===== src/rtl/writeback_unit.sv =====
// writeback_unit: sole driver of the register file write port; merges ALU results with in-order load responses.
// Latency: 1 cycle from selection to RegWrite; each competing load response delays an ALU/skid write by 1 cycle.
// Backpressure: alu_ready low while the 1-entry skid is full; ld_req_ready low when the tag FIFO is full or rd is already pending; load responses are never stalled.
//
// Ports:
//   clk, reset                  clock, asynchronous active-low reset
//   alu_valid/alu_ready         ALU result handshake (alu_rd, alu_data)
//   ld_req_valid/ld_req_ready   load issue handshake, reserves ld_rd
//   ld_resp_valid/ld_resp_data  in-order load data, no backpressure
//   rs1, rs2, rd_chk -> stall   decode-stage hazard check
//   RegWrite/write_addr/write_data  registered register file write port
//   ld_count                    loads in flight
//   resp_err                    sticky: response arrived with no load in flight
module writeback_unit #(
  parameter int DEPTH = 4,
  parameter int DW    = 18,
  parameter int AW    = 4
) (
  input  logic                     clk,
  input  logic                     reset,
  input  logic                     alu_valid,
  output logic                     alu_ready,
  input  logic [AW-1:0]            alu_rd,
  input  logic [DW-1:0]            alu_data,
  input  logic                     ld_req_valid,
  output logic                     ld_req_ready,
  input  logic [AW-1:0]            ld_rd,
  input  logic                     ld_resp_valid,
  input  logic [DW-1:0]            ld_resp_data,
  input  logic [AW-1:0]            rs1,
  input  logic [AW-1:0]            rs2,
  input  logic [AW-1:0]            rd_chk,
  output logic                     stall,
  output logic                     RegWrite,
  output logic [AW-1:0]            write_addr,
  output logic [DW-1:0]            write_data,
  output logic [$clog2(DEPTH):0]   ld_count,
  output logic                     resp_err
);

  localparam int PW   = $clog2(DEPTH);
  localparam int CW   = PW + 1;
  localparam int NREG = 1 << AW;

  // Load tag FIFO: destination registers of loads in flight, issue order.
  logic [AW-1:0]   tag_mem [DEPTH];
  logic [PW-1:0]   wr_ptr;
  logic [PW-1:0]   rd_ptr;
  logic [CW-1:0]   count;
  logic            full;
  logic            empty;

  logic [NREG-1:0] pending;
  logic [NREG-1:0] pending_nxt;

  logic            skid_vld;
  logic [AW-1:0]   skid_rd;
  logic [DW-1:0]   skid_data;

  logic            wb_is_load;

  logic            push;
  logic            pop;
  logic            alu_acc;

  logic            sel_vld;
  logic            sel_load;
  logic [AW-1:0]   sel_rd;
  logic [DW-1:0]   sel_data;

  assign full         = (count == CW'(DEPTH));
  assign empty        = (count == '0);
  assign ld_req_ready = !full && !pending[ld_rd];
  assign alu_ready    = !skid_vld;
  assign push         = ld_req_valid && ld_req_ready;
  assign pop          = ld_resp_valid && !empty;
  assign alu_acc      = alu_valid && alu_ready;
  assign ld_count     = count;
  assign stall        = pending[rs1] | pending[rs2] | pending[rd_chk] | (skid_vld && alu_valid);

  // One write per cycle: load response, then skid, then a fresh ALU result.
  always_comb begin
    sel_vld  = 1'b0;
    sel_load = 1'b0;
    sel_rd   = alu_rd;
    sel_data = alu_data;
    if (pop) begin
      sel_vld  = 1'b1;
      sel_load = 1'b1;
      sel_rd   = tag_mem[rd_ptr];
      sel_data = ld_resp_data;
    end else if (skid_vld) begin
      sel_vld  = 1'b1;
      sel_rd   = skid_rd;
      sel_data = skid_data;
    end else if (alu_acc) begin
      sel_vld  = 1'b1;
    end
  end

  // A load's reservation is released on the edge where its data is written,
  // so a new load to the same register can only be accepted after that.
  always_comb begin
    pending_nxt = pending;
    if (RegWrite && wb_is_load) pending_nxt[write_addr] = 1'b0;
    if (push) pending_nxt[ld_rd] = 1'b1;
  end

  always_ff @(posedge clk) begin
    if (push) tag_mem[wr_ptr] <= ld_rd;
  end

  always_ff @(posedge clk or negedge reset) begin
    if (!reset) begin
      wr_ptr     <= '0;
      rd_ptr     <= '0;
      count      <= '0;
      pending    <= '0;
      skid_vld   <= 1'b0;
      skid_rd    <= '0;
      skid_data  <= '0;
      RegWrite   <= 1'b0;
      write_addr <= '0;
      write_data <= '0;
      wb_is_load <= 1'b0;
      resp_err   <= 1'b0;
    end else begin
      if (push) wr_ptr <= wr_ptr + PW'(1);
      if (pop)  rd_ptr <= rd_ptr + PW'(1);
      case ({push, pop})
        2'b10:   count <= count + CW'(1);
        2'b01:   count <= count - CW'(1);
        default: count <= count;
      endcase
      pending <= pending_nxt;

      // Skid holds an accepted ALU result that lost to a load response;
      // it drains on the first cycle without a response.
      if (skid_vld) begin
        if (!pop) skid_vld <= 1'b0;
      end else if (alu_acc && pop) begin
        skid_vld  <= 1'b1;
        skid_rd   <= alu_rd;
        skid_data <= alu_data;
      end

      RegWrite   <= sel_vld;
      wb_is_load <= sel_load;
      if (sel_vld) begin
        write_addr <= sel_rd;
        write_data <= sel_data;
      end

      if (ld_resp_valid && empty) resp_err <= 1'b1;
    end
  end

endmodule


===== config.mk =====
export PLATFORM = sky130hd
export DESIGN_NAME = writeback_unit
export DESIGN_NICKNAME = d
export VERILOG_FILES = /design/src/rtl/writeback_unit.sv
export SDC_FILE = /design/constraint.sdc
export NUM_CORES = 1
export LEC_CHECK = 0
export ABC_AREA = 1
export CORE_MARGIN = 3
export CORE_UTILIZATION = 55
export DETAILED_ROUTE_END_ITERATION = 10
export DONT_BUFFER_PORTS = 1
export PLACE_DENSITY_LB_ADDON = 0.15
export SLEW_MARGIN = 25
export SYNTH_ARGS = -nofsm -noshare
export SYNTH_HDL_FRONTEND = slang
export SYNTH_SLANG_ARGS = --single-unit
export TNS_END_PERCENT = 10

===== constraint.sdc =====
create_clock -name clk -period 2.55 [get_ports clk]
set_input_delay 0.51 -clock clk [delete_from_list [all_inputs] [get_ports clk]]
set_output_delay 0.51 -clock clk [all_outputs]
set_load 0.005 [all_outputs]

---- Word-level counts from Yosys, hierarchy flattened ----
Memories as Yosys holds them, arrays and structs flattened.
Cells that the tools add are included.
word-level totals
  bits in registers ....................... 71
  bits in writable memories ............... 16
  bits of input ports ..................... 61
  output and inout bits ................... 30
  word-level logic and storage cells ...... 78
  memories kept ........................... 1
operators by class
  add/sub/neg operators ................... 4
  magnitude comparators ................... 7
  eq/ne operators ......................... 3
  mux-type cells .......................... 27
  bitwise logic cells ..................... 7
  reductions and logical operators ........ 17
memory list
  name     words  bits a word  read ports  clocked after memory_dff  write ports  RTL line  RTL
  tag_mem  4      4            1           0                         1            46        logic [AW-1:0] tag_mem [DEPTH];
operators by type and width
  operator                                                                              number
  18-bit 2-to-1 mux                                                                     2
  16-bit 2-to-1 mux                                                                     2
  4-bit by 5-bit < comparator with 1-bit output (second input constant)                 5
  16-bit bitwise AND                                                                    1
  1-bit binary-select mux with 4-bit select                                             4
  16-bit inverter                                                                       1
  16-bit bitwise OR                                                                     1
  1-bit 2-to-1 mux                                                                      14
  1-bit logical AND                                                                     10
  1-bit demux with 4-bit select                                                         2
  4-bit by 1-bit greater-or-equal comparator with 1-bit output (second input constant)  2
  4-bit 2-to-1 mux                                                                      2
  3-bit one-hot mux with 2 select lines                                                 1
  2-bit by 1-bit adder with 2-bit output (second input constant)                        2
  1-bit logical NOT                                                                     4
  3-bit by 1-bit adder with 3-bit output (second input constant)                        1
  3-bit == test (second input constant)                                                 1
  3-bit logical NOT                                                                     1
  1-bit bitwise OR                                                                      3
  3-bit by 1-bit subtractor with 3-bit output (second input constant)                   1
  2-bit by 1-bit == test with 1-bit output (second input constant)                      1
  2-bit == test (second input constant)                                                 1
  2-bit AND reduction                                                                   1
  2-bit nonzero test                                                                    1
  1-bit inverter                                                                        1

---- Longest topological paths before layout ----
  depth after elaboration ................. 9
  gate-level depth with buffers ........... 15
  depth with buffers taken out ............ 15

---- Worst setup path before layout ----
OpenSTA, ideal clock, no wires.
  path type ............................... input-to-reg
  from .................................... input ld_rd[1]
  to ...................................... register count[2], in the netlist ld_count[2]
  setup time .............................. 0.131 ns
  data arrival time ....................... 2.182 ns
  required time ........................... 2.419 ns
  setup slack ............................. 0.237 ns
  stages .................................. 14
  path buffers ............................ 1
  path through ............................ buf_6 -> nor2_1 -> nand2_1 -> nand2_1 -> nor2_4 -> nor2_4 -> nor2_8 -> nand3_4 -> ha_1 -> inv_1 -> fa_1 -> a21oi_1 -> o21ai_0 -> xor2_1
between the ends
  longest elaborated chain between the ends .. 7
  elaborated cells on any way between the ends .. 9
  classes of those cells .................. eq/ne: 2; mux: 3; reduce/logical: 4
ends and longest elaborated chain
  element                                                                      RTL line  RTL
  from (decl)                                                                  27        input logic [AW-1:0] ld_rd,
  1-bit binary-select mux with 4-bit select *                                  73        assign ld_req_ready = !full && !pending[ld_rd];
  1-bit 2-to-1 mux (implied by the code) *                                     73
  1-bit logical NOT *                                                          73
  1-bit logical AND *                                                          73
  1-bit logical AND *                                                          75        assign push = ld_req_valid && ld_req_ready;
  2-bit by 1-bit == test with 1-bit output or 2-bit == test (tied branches)    130       case ({push, pop})
  3-bit one-hot mux with 2 select lines or 2-bit nonzero test (tied branches)  --
  to (signal assigned)                                                         131       2'b10: count <= count + CW'(1);
  to (signal assigned)                                                         132       2'b01: count <= count - CW'(1);
  to (signal assigned)                                                         133       default: count <= count;
  to (decl)                                                                    49        logic [CW-1:0] count;
Mark *: on every way between the ends. The rest lies on a longest branch, timed or not. The select of a mux whose other input is x is not followed.
A chain may end at the register's enable or synchronous reset.

---- Final worst setup path ----
  from .................................... register pending[4]
  to ...................................... register count[2], in the netlist ld_count[2]
between the ends
  longest elaborated chain between the ends .. 7
  elaborated cells on any way between the ends .. 9
  classes of those cells .................. eq/ne: 2; mux: 3; reduce/logical: 4
ends and longest elaborated chain
  element                                                                      RTL line  RTL
  from (decl)                                                                  53        logic [NREG-1:0] pending;
  from (signal assigned)                                                       135       pending <= pending_nxt;
  1-bit binary-select mux with 4-bit select *                                  73
  1-bit 2-to-1 mux (implied by the code) *                                     73
  1-bit logical NOT *                                                          73
  1-bit logical AND *                                                          73
  1-bit logical AND *                                                          75
  2-bit by 1-bit == test with 1-bit output or 2-bit == test (tied branches)    130
  3-bit one-hot mux with 2 select lines or 2-bit nonzero test (tied branches)  --
Marked as above.

==> metrics.cfg <==
[status]
outcome = finished clean

[critical_path]
cp_top_family = simple AND/OR/NAND/NOR gates
crit_path_end_kind = register
worst_setup_path_start_kind = register
crit_buf_inv = 2
cp_common_cell = nand2_1
cp_slowest_stage_delay_ns = 0.46
path_max_fanout = 19
slowest_stage = dfrtp_1
arrival_ns = 2.46
path_cells = nand2_1 > nand2_1 > nand2_1 > nand2_1 > nand2_1 > nand2_1 > inv_2 > nand3_4 > ha_1 > inv_1 > fa_1 > a21oi_1 > o21ai_0 > xor2_1
cp.required_ns = 2.79
critical_path_class = register to register

[cts]
clkTransAtPathRegs_ns = 0.09
postCtsSetupBuffers = 0
cts.htree.levels = 3
cts.sinks = 87
cts_root_buf = clkbuf_8
postCtsHoldBufs = 1
clockBufferDepth = 2
clk_latency_ns = 0.35
cts-resized-gates = 0
cts_tree = built
cts_buffers = 9

[place]
dp_hpwl_microns = 8330
portBuffers = 0
dp.cells = 703
place.gp.congestion = 0.882
dpl_cell_area_sq_um = 4830

[yosys]
synth-async-reset-ratio_pct = 81.6
ys_warn_count = 0
ys_types = 32
synth-edff-count = 16
syn_area_sq_um = 4820
synth_nets = 689
synth.avg_cell_area_sq_um = 7.75
yosys_most_used_dff = dfrtp_1
ys_seq_elements = 87
synth_cells = 622
ys_seq_area_share_pct = 46.8

[cells_and_area]
antenna_cells = 0
area_growth_pct = 4.98
nFillCells = 781
fin_area_sq_um = 5060
layout.cells.non_filler = 720
drive_above_1_share_pct = 7.32
fin_nets = 677

[die]
ios = 91
fp.dieH_microns = 99.6
dieArea_sq_um = 9920
die_w_microns = 99.6
rows = 33
initial_core_util_pct = 57.5
core_sq_um = 8380

[timing]
hold_viol_final = 0
min_period_over_period_pct = 87.0
fmax_ghz = 0.451
finalClockSkew_ns = 0.0110
slew-limit-headroom_pct = 64.4
rsz0062_at_grt = no
fin_tns_setup_ns = 0
slew_viol_final = 0
min_period_ns = 2.22
finalSetupViolCount = 0
worst_pin_slew_ns = 0.533

[routing]
antenna_left = 0
firstDrtPassIters = 5
wirelength_microns = 11400
routed_via_density = 5.56
drt_iter0_markers = 251
drc = 0
vias = 4000
wl_per_cell_microns = 15.9

[pwr]
leakage_nw = 2.36
total_power_w = 0.00519
ir_worst_vdd_uv = 777
power_density_nw_per_um2 = 1030

[grt]
gr-total-overflow = 0
grt_pass1_vias = 3817
antenna_found_initial = 0
grt_max_degree = 72
grt_first_pass_wirelength_microns = 18600
grt.total_usage_pct = 23.7

[job]
max-cap-violations = 0

[min_path]
min_path_type = input pin to async pin

-- per-stage QoR --
step                hold WS, ns  setup slack, ns  utilization (%)
global route             0.0317            0.157             60.4
detailed placement        0.216            0.206             57.6
floorplan                 0.214            0.237                -
CTS                      0.0438            0.342             60.4
finish                   0.0208            0.331             60.4
global placement          0.216            0.253             57.6
-- power breakdown --
| group | internal [W] | switching (W) | total (W) |
|---|---|---|---|
| logic | 0.000627 | 0.00110 | 0.00173 |
| registers | 0.00195 | 0.000515 | 0.00247 |
| clock network | 0.000485 | 0.000508 | 0.000993 |
| total | 0.00306 | 0.00212 | 0.00519 |
-- synth_stat cells (all sizes together), types with 2 or more instances --
cell type  count  area [sq um]
a21oi         14          70.1
clkbuf         7          26.3
ha             5          62.6
edfxtp        16           480
nand3         62           328
nand2        175           677
dfrtp         71          1780
xor2           2          17.5
o31ai          2          15.0
nand4         18           113
nor2          49           225
o21ai         84           420
buf           24           163
o211ai        19           143
inv           70           263
-- area by class of cell --
class | count | area (sq um) | area share [%]
clock inverter | 6 | 67.6 | 1.33
tap | 105 | 131 | 2.60
sequential | 87 | 2260 | 44.6
timing repair buffer | 8 | 92.6 | 1.83
clock buffer | 10 | 138 | 2.72
multi-input combinational | 434 | 2110 | 41.7
inverter | 70 | 263 | 5.19
-- cells by family (layout without fill, tap and decap cells) --
| group | Yosys count | count (layout) | synth area share, % |
|---|---|---|---|
| XOR/XNOR | 3 | 3 | 0.545 |
| flip-flops | 87 | 87 | 46.8 |
| buffers and inverters | 101 | 94 | 9.37 |
| AND/OR/NAND/NOR | 305 | 305 | 28.0 |
| adder cells (fa/ha/maj) | 6 | 6 | 1.71 |
| AO/OA/AOI/OAI | 120 | 120 | 13.6 |
-- state kept, by name (all words and copies together) (netlist names) --
register    count
resp_err        1
skid_data      18
RegWrite        1
wb_is_load      1
skid_rd         4
write_addr      4
write_data     18
tag_mem        16
rd_ptr          2
skid_vld        1
wr_ptr          2
pending        16
ld_count        3
-- metal layers --
metal  track usage [%]  share of wire [%]
met4              8.51                1.8
met2              37.4                 47
met5                 0                  0
met1              32.6                 46
met3              4.56                5.2
-- path summary, 6_finish.rpt --
| kind | slack (ns) | end | from | cells past startpoint |
|---|---|---|---|---|
| worst max-delay path | 0.33 | ld_count[2] | pending[4] | 14 |
| worst min-delay path | 0.02 | write_data[7] | reset | 1 |
| worst max register to register | 0.33 | ld_count[2] | pending[4] | 14 |
| worst min register to register | 0.48 | rd_ptr[1] | rd_ptr[1] | 1 |
| max in group asynchronous | 2.23 | pending[4] | reset | 1 |
| min in group clk | 0.25 | tag_mem[3][2] | ld_rd[2] | 0 |
-- cells in the final DEF (no fill, tap or decap), drive strengths merged, types with 2 or more instances in the layout --
cell,n
o211ai,19
xor2,2
clkinv,3
nor2,49
o31ai,2
o21ai,84
clkbuf,10
a21oi,14
ha,5
nand3,62
nand2,175
edfxtp,16
inv,71
buf,8
nand4,18
dfrtp,71
-- worst reg2reg max path, delay by kind of cell (launching register included) --
kind / cells / cell delay [ns]
compound gates: 2 / 0.25
xor+xnor: 1 / 0.15
fa+ha+maj: 2 / 0.53
buf+inv: 2 / 0.21
flops: 1 / 0.46
simple gates: 7 / 0.52
Note: power is estimated with default switching activity, not from simulation.
==> edit, RTL diff (same settings) <==
Reset style: synchronous (`reset`), changed in one clocked block. Comments in the files are not updated.
--- a/src/rtl/writeback_unit.sv
+++ b/src/rtl/writeback_unit.sv
@@ -110,7 +110,7 @@
     if (push) tag_mem[wr_ptr] <= ld_rd;
   end
 
-  always_ff @(posedge clk or negedge reset) begin
+  always_ff @(posedge clk) begin
     if (!reset) begin
       wr_ptr     <= '0;
       rd_ptr     <= '0;
Behaviour: differs if reset is asserted again (counterexample within 4 cycles, from zero or initial values and one cycle with reset low); with reset held inactive, the same outputs for 4 cycles.
==> edit against the original RTL <==
- worst setup slack got worse by 42 ps
- total power decreased by 23%
- global-route usage increased by 2.0 points
- final area decreased by 4.5%
- sequential cell count increased by 2
- area after synthesis decreased by 4.0%
- clock skew increased by 0.84 ps
- wire length increased by 7.1%
- hold slack improved by 210 ps
==> edit: results (changes against the original RTL) <==
met1 usage=0.342 (+0.0163); maximum VDD drop=523 uV (-33%); Netlist cell types=37 (+16%); Compound-Gate Fraction of Synth Area=0.192 (+0.0556); top post-synthesis cells by area=dfxtp_1 32%, nand2_1 10%, edfxtp_1 10%; worst hold path type=primary input to flip-flop; final worst-path setup slack=288 ps (-42.3 ps); Syn Nets=705 (+2.3%); layout cell share with drive strength beyond 1=0.0676 (-0.00554); largest net degree at the start of global routing=32 (-56%); wire length per cell=16.9 um (+6.6%); Critical Path Slowest Stage Cell=dfxtp_1; Routability Congestion=0.977 (+11%); Post-Syn Instances=638 (+2.6%); metal2 WL=5710 um (+5.4%); met1 WL=5180 um (-0.54%); register area share after synthesis=0.419 (-0.0487); Initial DRC Count=309 (+23%); Non-Filler Instances=723 (+0.42%); Hold Slack=235 ps (+214 ps); first-pass GRT wire length=20100 um (+8.0%); Worst Max-Slew Pin Slew=495 ps (-37.8 ps); R2R cell count=13 (-1); Final #Nets=683 (+0.89%); adder-cell area share of the yosys netlist=0.0178 (+0.000708); RR Startpoint=pending[8]; fillers=747 (-4.4%); area share of xor/xnor cells in the synthesized design=0 (-0.00545); Lkg Pwr=1.84 nW (-22%); pre-CTS setup slack=116 ps (-90.3 ps); outcome=completed; Async S/R FF share, synth=0 (-0.816); r2r endpoint=ld_count[2]; Post-synth top flop=dfxtp_1; gr usage total=0.257 (+0.0199); placed cell area=0.00462 sq mm (-4.4%); detailed route wirelength on metal3=1170 um (+95%); CP Data Arrival Time=2520 ps (+60 ps); DP HPWL=8800 um (+5.6%); Worst Skew=11.9 ps (+0.839 ps)
## edit: cell type report
cell class                 count  area [sq um]  share of cell area
tap                          102           128              0.0264
timing repair buffer           8          60.1              0.0124
inverter                      50           188              0.0388
sequential                    89          1940               0.402
clock buffer                  10           138              0.0285
multi-input combinational    458          2300               0.476
clock inverter                 6          75.1              0.0155
## edit: worst max-delay path: cells and delay by family (launching register included)
family	cells	cell delay, ps
and+or+nand+nor	6	640
adders and majority gates	2	540
AOI/OAI and AO/OA	4	460
DFF	1	450
buffers and inverters	1	70
## edit: what timing repair did
action                                  in CTS  in global routing
resized for setup                            0                  1
endpoints found under the setup margin       0                  1
setup buffers                                0                  0
## edit: power by group
part           internal (mW)  switching (mW)  leakage (nW)
clock                  0.493           0.528         0.105
combinational          0.356           0.742         0.986
sequential              1.67           0.218         0.745
## edit: logic make-up after synthesis
group	after synthesis
compound gates	163
buf+inv	91
simple gates	289
flops	89
fa+ha+maj	6
